## src/rtl/bsg_vanilla_pkg.sv

```systemverilog
// rtl/bsg_vanilla_pkg.sv - shared vanilla-core request types and queue sizing constants
package bsg_vanilla_pkg;

  localparam int remote_req_tx_queue_els_gp = 2;
  localparam int max_out_credits_gp         = 32;

  typedef struct packed {
    logic       is_unsigned_op;
    logic       is_byte_op;
    logic       is_hex_op;
    logic [1:0] part_sel;
  } load_info_s;

  typedef struct packed {
    logic        write_not_read;
    logic        is_amo_op;
    logic        is_icache_fetch;
    logic [3:0]  mask;
    logic [31:0] addr;
    logic [31:0] data;
    load_info_s  load_info;
    logic [4:0]  reg_id;
  } remote_req_s;

endpackage

```

## src/rtl/remote_req_tx_queue_credit_counter.sv

```systemverilog
// rtl/remote_req_tx_queue_credit_counter.sv - saturating up/down network credit counter
module remote_req_credit_counter
  #(parameter int max_p = 32
   ,localparam int width_lp = $clog2(max_p+1))
  (input  logic                clk_i
  ,input  logic                reset_i
  ,input  logic                inc_i
  ,input  logic                dec_i
  ,output logic [width_lp-1:0] credits_o
  );

  logic [width_lp-1:0] credits_r;

  always_ff @(posedge clk_i) begin
    if (reset_i)
      credits_r <= width_lp'(max_p);
    else if (inc_i && !dec_i && credits_r != width_lp'(max_p))
      credits_r <= credits_r + width_lp'(1);
    else if (dec_i && !inc_i && credits_r != '0)
      credits_r <= credits_r - width_lp'(1);
  end

  // A return with every credit already home means the network acked something never sent.
  always_ff @(posedge clk_i) begin
    if (!reset_i)
      no_overflow: assert (!(inc_i && !dec_i && credits_r == width_lp'(max_p)));
  end

  assign credits_o = credits_r;

endmodule

```

## src/rtl/remote_req_tx_queue.sv

```systemverilog
// rtl/remote_req_tx_queue.sv - credit-gated remote request FIFO; REMOTE_REQ_TX_QUEUE_STATS_EN adds stall/issue counters
module remote_req_tx_queue
  import bsg_vanilla_pkg::*;
  #(parameter int els_p = remote_req_tx_queue_els_gp
   ,parameter int max_out_credits_p = max_out_credits_gp
   ,localparam int credit_width_lp = $clog2(max_out_credits_p+1))
  (input  logic                       clk_i
  ,input  logic                       reset_i
  ,input  remote_req_s                remote_req_i
  ,input  logic                       remote_req_v_i
  ,output logic                       remote_req_ready_o
  ,output remote_req_s                tx_req_o
  ,output logic                       tx_v_o
  ,input  logic                       tx_yumi_i
  ,input  logic                       credit_return_i
  ,output logic [credit_width_lp-1:0] credits_o
  ,output logic                       no_outstanding_o
`ifdef REMOTE_REQ_TX_QUEUE_STATS_EN
  ,output logic [31:0]                stall_full_cycles_o
  ,output logic [31:0]                stall_credit_cycles_o
  ,output logic [31:0]                issued_o
`endif
  );

  localparam int ptr_width_lp   = (els_p > 1) ? $clog2(els_p) : 1;
  localparam int count_width_lp = $clog2(els_p+1);

  remote_req_s               mem_r [els_p];
  logic [ptr_width_lp-1:0]   rd_ptr_r, wr_ptr_r;
  logic [count_width_lp-1:0] count_r;
  logic                      empty, full, enq, deq, credits_zero;

  assign empty        = (count_r == '0);
  assign full         = (count_r == count_width_lp'(els_p));
  assign credits_zero = (credits_o == '0);

  assign remote_req_ready_o = ~full;
  assign tx_v_o             = ~empty & ~credits_zero;
  assign tx_req_o           = mem_r[rd_ptr_r];
  assign no_outstanding_o   = empty & (credits_o == credit_width_lp'(max_out_credits_p));

  assign enq = remote_req_v_i & ~full;
  assign deq = tx_yumi_i & tx_v_o;

  // Power-of-two depth lets the pointers wrap by natural overflow.
  always_ff @(posedge clk_i) begin
    if (reset_i) begin
      rd_ptr_r <= '0;
      wr_ptr_r <= '0;
      count_r  <= '0;
    end else begin
      if (enq) wr_ptr_r <= wr_ptr_r + ptr_width_lp'(1);
      if (deq) rd_ptr_r <= rd_ptr_r + ptr_width_lp'(1);
      if (enq && !deq)      count_r <= count_r + count_width_lp'(1);
      else if (deq && !enq) count_r <= count_r - count_width_lp'(1);
    end
  end

  always_ff @(posedge clk_i) begin
    if (enq) mem_r[wr_ptr_r] <= remote_req_i;
  end

  remote_req_credit_counter #(.max_p(max_out_credits_p)) credit_counter
    (.clk_i    (clk_i)
    ,.reset_i  (reset_i)
    ,.inc_i    (credit_return_i)
    ,.dec_i    (deq)
    ,.credits_o(credits_o)
    );

  always_ff @(posedge clk_i) begin
    if (!reset_i)
      yumi_legal: assert (!(tx_yumi_i && !tx_v_o));
  end

`ifdef REMOTE_REQ_TX_QUEUE_STATS_EN
  always_ff @(posedge clk_i) begin
    if (reset_i) begin
      stall_full_cycles_o   <= '0;
      stall_credit_cycles_o <= '0;
      issued_o              <= '0;
    end else begin
      if (remote_req_v_i && full)  stall_full_cycles_o   <= stall_full_cycles_o + 32'd1;
      if (!empty && credits_zero)  stall_credit_cycles_o <= stall_credit_cycles_o + 32'd1;
      if (deq)                     issued_o              <= issued_o + 32'd1;
    end
  end
`endif

endmodule

```

## config.mk

```make
export PLATFORM = sky130hd
export DESIGN_NAME = remote_req_tx_queue
export DESIGN_NICKNAME = d
export VERILOG_FILES = /design/src/rtl/bsg_vanilla_pkg.sv /design/src/rtl/remote_req_tx_queue_credit_counter.sv /design/src/rtl/remote_req_tx_queue.sv
export SDC_FILE = /design/constraint.sdc
export NUM_CORES = 1
export LEC_CHECK = 0
export CAP_MARGIN = 20
export CORE_MARGIN = 4
export CORE_UTILIZATION = 38
export DETAILED_ROUTE_END_ITERATION = 7
export HOLD_SLACK_MARGIN = 0.15
export MAX_ROUTING_LAYER = met4
export PLACE_DENSITY = 0.65
export SYNTH_ARGS = -nofsm -noshare
export SYNTH_HDL_FRONTEND = slang
export SYNTH_HIERARCHICAL = 1
export SYNTH_SLANG_ARGS = --single-unit
```

## constraint.sdc

```tcl
create_clock -name clk_i -period 6.7 [get_ports clk_i]
set_input_delay 1.675 -clock clk_i [delete_from_list [all_inputs] [get_ports clk_i]]
set_output_delay 1.675 -clock clk_i [all_outputs]
set_load 0.01 [all_outputs]
```

* Word-level counts from Yosys, hierarchy flattened
Memories as Yosys holds them, arrays and structs flattened. A register that Yosys moved wholly into a read port is not among the register bits.
Index checks and enable logic that the tools add are counted.
** Cells by class
- Bitwise logic cells :: 7
- Multiplexer cells :: 8
- Add/subtract/negate cells :: 6
- Shifts and indexed selects :: 0
- Equal/unequal tests :: 3
- Div/mod/pow operators :: 0
- $lt $le $gt $ge :: 0
- Reduce and logical (&&, ||, !) cells :: 14
- Multipliers :: 0
** Operators by type and width (number)
- $mux W6 :: 2
- $add A6 B1 Y6 const B :: 1
- $eq A6 B6 Y1 const B :: 1
- $logic_and A1 B1 Y1 :: 6
- $logic_not A6 Y1 :: 1
- $ne A6 B6 Y1 const B :: 1
- $reduce_bool A6 Y1 :: 1
- $sub A6 B1 Y6 const B :: 1
- $and A1 B1 Y1 :: 4
- $mux W1 :: 4
- $mux W2 :: 2
- $reduce_bool A2 Y1 :: 2
- $logic_not A1 Y1 :: 3
- $not A1 Y1 :: 3
- $add A1 B1 Y1 const B :: 2
- $add A2 B1 Y2 const B :: 1
- $eq A2 B2 Y1 const B :: 1
- $logic_not A2 Y1 :: 1
- $sub A2 B1 Y2 const B :: 1
** Storage, ports and cells
- Memories :: 1
- Bits in registers :: 10
- RAM bits :: 162
- Latch bits :: 0
- Logic and storage cells :: 43
- Input bits :: 86
- Output and inout port bits :: 90
- Memory bits (read-only) :: 0
** Memories
- mem_r :: words 2, bits a word 81, rd ports 1, clocked after memory_dff 1, write ports 1, RTL line remote_req_tx_queue.sv:28 : remote_req_s mem_r [els_p];

* Depth between registers and ports, before layout
- Depth in word-level cells :: 8
- Mapped depth :: 9
- Gate-level depth less buffers :: 9

* Modules after synthesis
The synthesis kept the hierarchy.
** Modules (own cells, without submodules)
- remote_req_tx_queue :: area an instance 6112.1 um2, cells each 283, instances 1
- remote_req_credit_counter :: area an instance 533.0 um2, cells each 58, instances 1

* Worst setup path before layout
Ideal clock, no wire load.
- Kind :: in2reg
- Start point :: in remote_req_v_i
- End point :: mem mem_r[1][0] in the netlist's numbering (enable)
- Slack :: 2.639 ns
- Data arrival time :: 3.613 ns
- Data required time :: 6.251 ns
- Stages :: 1
- Buffers on the path :: 0
- Cells stage by stage :: and3_1
** On the way
- Longest elaborated chain between the ends :: 3
** Ends and longest elaborated chain
- start: declaration :: RTL line remote_req_tx_queue.sv:10 : ,input logic remote_req_v_i
- $and A1 B1 Y1 :: RTL line remote_req_tx_queue.sv:42 : assign enq = remote_req_v_i & ~full;
- $mux W1 :: RTL line remote_req_tx_queue.sv:60 : if (enq) mem_r[wr_ptr_r] <= remote_req_i;
- $mux W1 (implied by the code) :: RTL line remote_req_tx_queue.sv:60
- end: declaration :: RTL line remote_req_tx_queue.sv:28
No other way between the ends.

* Worst setup path after layout
- Start point :: in tx_yumi_i
- End point :: reg credit_counter.credits_r[5] (netlist: credit_counter/credits_o[5])
** On the way
- Longest elaborated chain between the ends :: 5
- Elaborated cells between the ends (all ways) :: 8
- Those cells by class :: mux: 1; bitwise: 1; reduce/logical: 6
** Ends and longest elaborated chain
- start: declaration :: RTL line remote_req_tx_queue.sv:14 : ,input logic tx_yumi_i
- $and A1 B1 Y1 * :: RTL line remote_req_tx_queue.sv:43 : assign deq = tx_yumi_i & tx_v_o;
- via deq :: RTL line remote_req_tx_queue.sv:31 : logic empty, full, enq, deq, credits_zero;
- $logic_not A1 Y1 :: RTL line remote_req_tx_queue_credit_counter.sv:17 : else if (inc_i && !dec_i && credits_r != width_lp'(max_p))
- $logic_and A1 B1 Y1 (2 in series) :: RTL line remote_req_tx_queue_credit_counter.sv:17
- $mux W6 / $reduce_bool A2 Y1 (equally long branches)
- end signal: assignment :: RTL line remote_req_tx_queue_credit_counter.sv:16 : credits_r <= width_lp'(max_p);
- end signal: assignment :: RTL line remote_req_tx_queue_credit_counter.sv:18 : credits_r <= credits_r + width_lp'(1);
- end signal: assignment :: RTL line remote_req_tx_queue_credit_counter.sv:20 : credits_r <= credits_r - width_lp'(1);
- end: declaration :: RTL line remote_req_tx_queue_credit_counter.sv:12 : logic [width_lp-1:0] credits_r;
The timed path passes the listed nets; every way through them passes the cells marked *.
A chain may end at the register's enable or synchronous reset.

==> metrics.md <==
| Metric | Value |
|---|---|
| Number of warning messages in the yosys log | `6` |
| Residual overflow from global routing | `0` |
| Ratio of final minimum period to clock period | `59.03%` |
| Final-stage net count | `621` |
| Worst r2r path cells | `7` |
| Data required, critical path | `between 7000 and 8000 ps` |
| Number of antenna violations at the first check in global routing | `0` |
| Average wire length per cell after detail routing | `around 18 um` |
| Area growth from synthesis to layout | `40.07%` |
| Critical path data arrival time | `between 4000 and 5000 ps` |
| Detailed-routing iteration count for the pre-antenna-repair pass | `4` |
| Post-Synthesis Cell Area | `6645 sq um` |
| Routed via count divided by cell count | `just under 5` |
| Startpoint class of the critical path | `input pin` |
| Start point of the critical path | `tx_yumi_i` |
| VDD IR max | `between 0.0002 and 0.00025 V` |
| Total DRC errors in the routed layout | `0` |
| MaxCap Viol Count | `0` |
| Net count after synthesis | `433` |
| Fraction of layout cells with a size suffix above 1 | `23.62%` |
| Post-detailed-route count of antenna-violating nets | `0` |
| Global-route wire length before repair | `21670 um` |
| Setup repair after global routing missed its margin | `no` |
| Chip Height | `between 100 and 150 um` |
| Most common library cell in the layout ignoring fill and taps | `sky130_fd_sc_hd__clkdlybuf4s50_1` |
| Capturing element type of the critical path | `register` |
| Estimated wirelength of the detail-placed design | `between 9000 and 10000 um` |
| I/O pin total | `176` |
| Total CTS buffers | `17` |
| Power density cells | `a little under 400 nW/um^2` |
| Count of antenna diodes in the layout | `0` |
| Yosys top cell area share | `about three quarters` |
| Buffer count from post-CTS setup fixing | `0` |
| Slew Limit Fails | `0` |
| Fin Setup TNS | `0 ps` |
| TritonCTS clock tree | `built` |
| Class of the worst hold path | `reg2reg` |
| Achievable frequency | `roughly 250 MHz` |
| Aggregate global-route resource usage | `~15%` |
| Count of vias placed by the detailed router | `roughly 3700` |
| Share of flip-flops with an asynchronous set or reset | `0%` |
| Clock sink total | `about 170` |
| Final critical path time including I/O delays and setup | `3955 ps` |
| Reg clk slew, reported paths | `approximately 70 ps` |
| Library cell used as clock root buffer | `sky130_fd_sc_hd__clkbuf_16` |
| Core outline area | `around 17000 sq um` |
| Number of enable flip-flop cells after synthesis | `between 150 and 200` |
| Filler cell count in the final layout | `1350` |
| Standard-cell row count | `48` |
| Top_reg_cell synth | `sky130_fd_sc_hd__edfxtp_1` |
| Final-report hold violation count | `0` |
| Post-CTS Hold Buffers | `0` |
| Leading post-synthesis cells by cell area | `sky130_fd_sc_hd__edfxtp_1, sky130_fd_sc_hd__mux2_2, sky130_fd_sc_hd__dfxtp_1` |
| Static Leak | `between 0.003 and 0.004 uW` |
| Post-placement cell area | `8658 sq um` |
| Biggest area consumer among synthesized cells | `sky130_fd_sc_hd__edfxtp_1` |
| Final estimated routing congestion in global placement | `0.8170` |
| Final instance area | `approximately 9300 sq um` |
| Destination of the critical timing path | `credit_counter/credits_o[5]` |
| Largest net degree at the start of global routing | `82` |
| Critical R2R Capture | `credit_counter/credits_o[5]` |
| Count of routing violations after the opening detailed-route iteration | `201` |
| Clock skew | `between 6 and 7 ps` |
| Max transition margin | `around 36%` |
| Post-CTS Resized | `0` |
| # setup viols final | `0` |
| Synth Instances | `around 340` |
| Buffers added on ports | `175` |
| Sequential share of the synthesized area | `approximately 77%` |
| Htree depth | `4` |
| Worst Setup Path Type | `in2reg` |
| Synthesized area divided by synthesized cell count | `around 19 sq um` |
| Via count of the first global-routing pass | `3926` |
| Outcome | `completed` |
| Top fanout value on the critical path | `11` |
| Setup slack, reg-to-reg | `between 3000 and 4000 ps` |
| Die area | `just under 20000 sq um` |
| FF-to-FF Start | `credit_counter/credits_o[0]` |
| Count of cell types in the netlist | `42` |
| #FFs+latches synth | `approximately 170` |
| Starting density of the core | `between 30% and 40%` |
| Die span in x | `around 140 um` |
| Maximum count of clock buffers along a single path | `2` |
| Leading cell types in the layout, fill and taps excluded | `sky130_fd_sc_hd__clkdlybuf4s50_1, sky130_fd_sc_hd__edfxtp_1, sky130_fd_sc_hd__mux2_2` |
| Overall routed net length | `13770 um` |
| Worst-Skew Late Latency | `between 400 and 500 ps` |
| Tightest Pin Transition | `about 960 ps` |
[synth_stat cells, types with 3 or more instances]
cell type,count
sky130_fd_sc_hd__mux2_2,81
sky130_fd_sc_hd__nor2b_1,3
sky130_fd_sc_hd__inv_1,8
sky130_fd_sc_hd__edfxtp_1,162
sky130_fd_sc_hd__a21oi_1,7
sky130_fd_sc_hd__buf_2,9
sky130_fd_sc_hd__o21ai_0,5
sky130_fd_sc_hd__ha_1,5
sky130_fd_sc_hd__a211oi_1,4
sky130_fd_sc_hd__dfxtp_1,11
sky130_fd_sc_hd__xor2_1,3
sky130_fd_sc_hd__nor2_1,5
[registers in the layout, summed over array words and instances, names as in the netlist, named ones only]
signal and count:
count_r 2, credit_counter/credits_o 6, mem_r 162, rd_ptr_r 1, wr_ptr_r 1
[worst min path at each step]
stage | start | to | slack (ps) | cells past startpoint
final | count_r[1] | count_r[1] | 540 | 2
after floorplan | count_r[1] | count_r[1] | 480 | 2
after global routing | count_r[1] | count_r[1] | 610 | 2
after CTS | count_r[1] | count_r[1] | 560 | 2
after detailed placement | count_r[1] | count_r[1] | 550 | 2
after global placement | count_r[1] | count_r[1] | 510 | 2
[layout make-up]
class	instances	area [sq um]	area share [%]
repair buffers	178	1794	19.28
well taps	225	281.5	3.025
inverters	8	31.28	0.3361
clock inverters	15	196.4	2.110
clock buffers	17	425.4	4.571
multi-input cells	151	1490	16.01
flip-flops and latches	173	5089	54.67
[kinds of logic (layout without fill, tap and decap cells)]
kind of cell,Yosys count,after routing,synth area share (%)
xor+xnor,4,4,0.5273
fa+ha+maj,6,6,1.243
mux,85,85,14.37
compound gates,31,31,3.747
buf+inv,17,218,1.130
simple gates,25,25,2.467
flops,173,173,76.52
[where the power goes]
group / internal [uW] / switching (uW)
clock: 601 / 426
combinational: 659 / 507
sequential: 1370 / 94.9
[stage by stage]
stage                     util [%]  setup slack (ps)  power, uW  hold WS [ps]  std cells
final                        54.00              2745       3657         545.0        767
after CTS                    53.84              2463       3697         556.4        766
after global placement       50.23              2497       2622         509.5        734
after global routing         54.00              2531       3837         607.3        767
after floorplan                  -              2639       2088         475.4        341
after detailed placement     50.23              2339       2653         546.9        734
[per-layer routing]
layer  track usage, %  part of all wire [%]  routed length, um
met3            4.029                   6.3                863
met1            18.55                    43               5866
met4            4.589                   1.2                167
met2            23.29                    50               6874
met5                -                     0                  0
[critical path, cell delays in order]
cell	delay (ps)
sky130_fd_sc_hd__clkdlybuf4s50_1	450
sky130_fd_sc_hd__o21ai_0	90
sky130_fd_sc_hd__a21oi_2	290
sky130_fd_sc_hd__nor2b_1	160
sky130_fd_sc_hd__o31ai_4	160
sky130_fd_sc_hd__ha_1	340
sky130_fd_sc_hd__a211oi_1	390
sky130_fd_sc_hd__o31a_1	240
sky130_fd_sc_hd__o211ai_1	120
sky130_fd_sc_hd__a222oi_1	350
(Power assumes the default switching activity.)
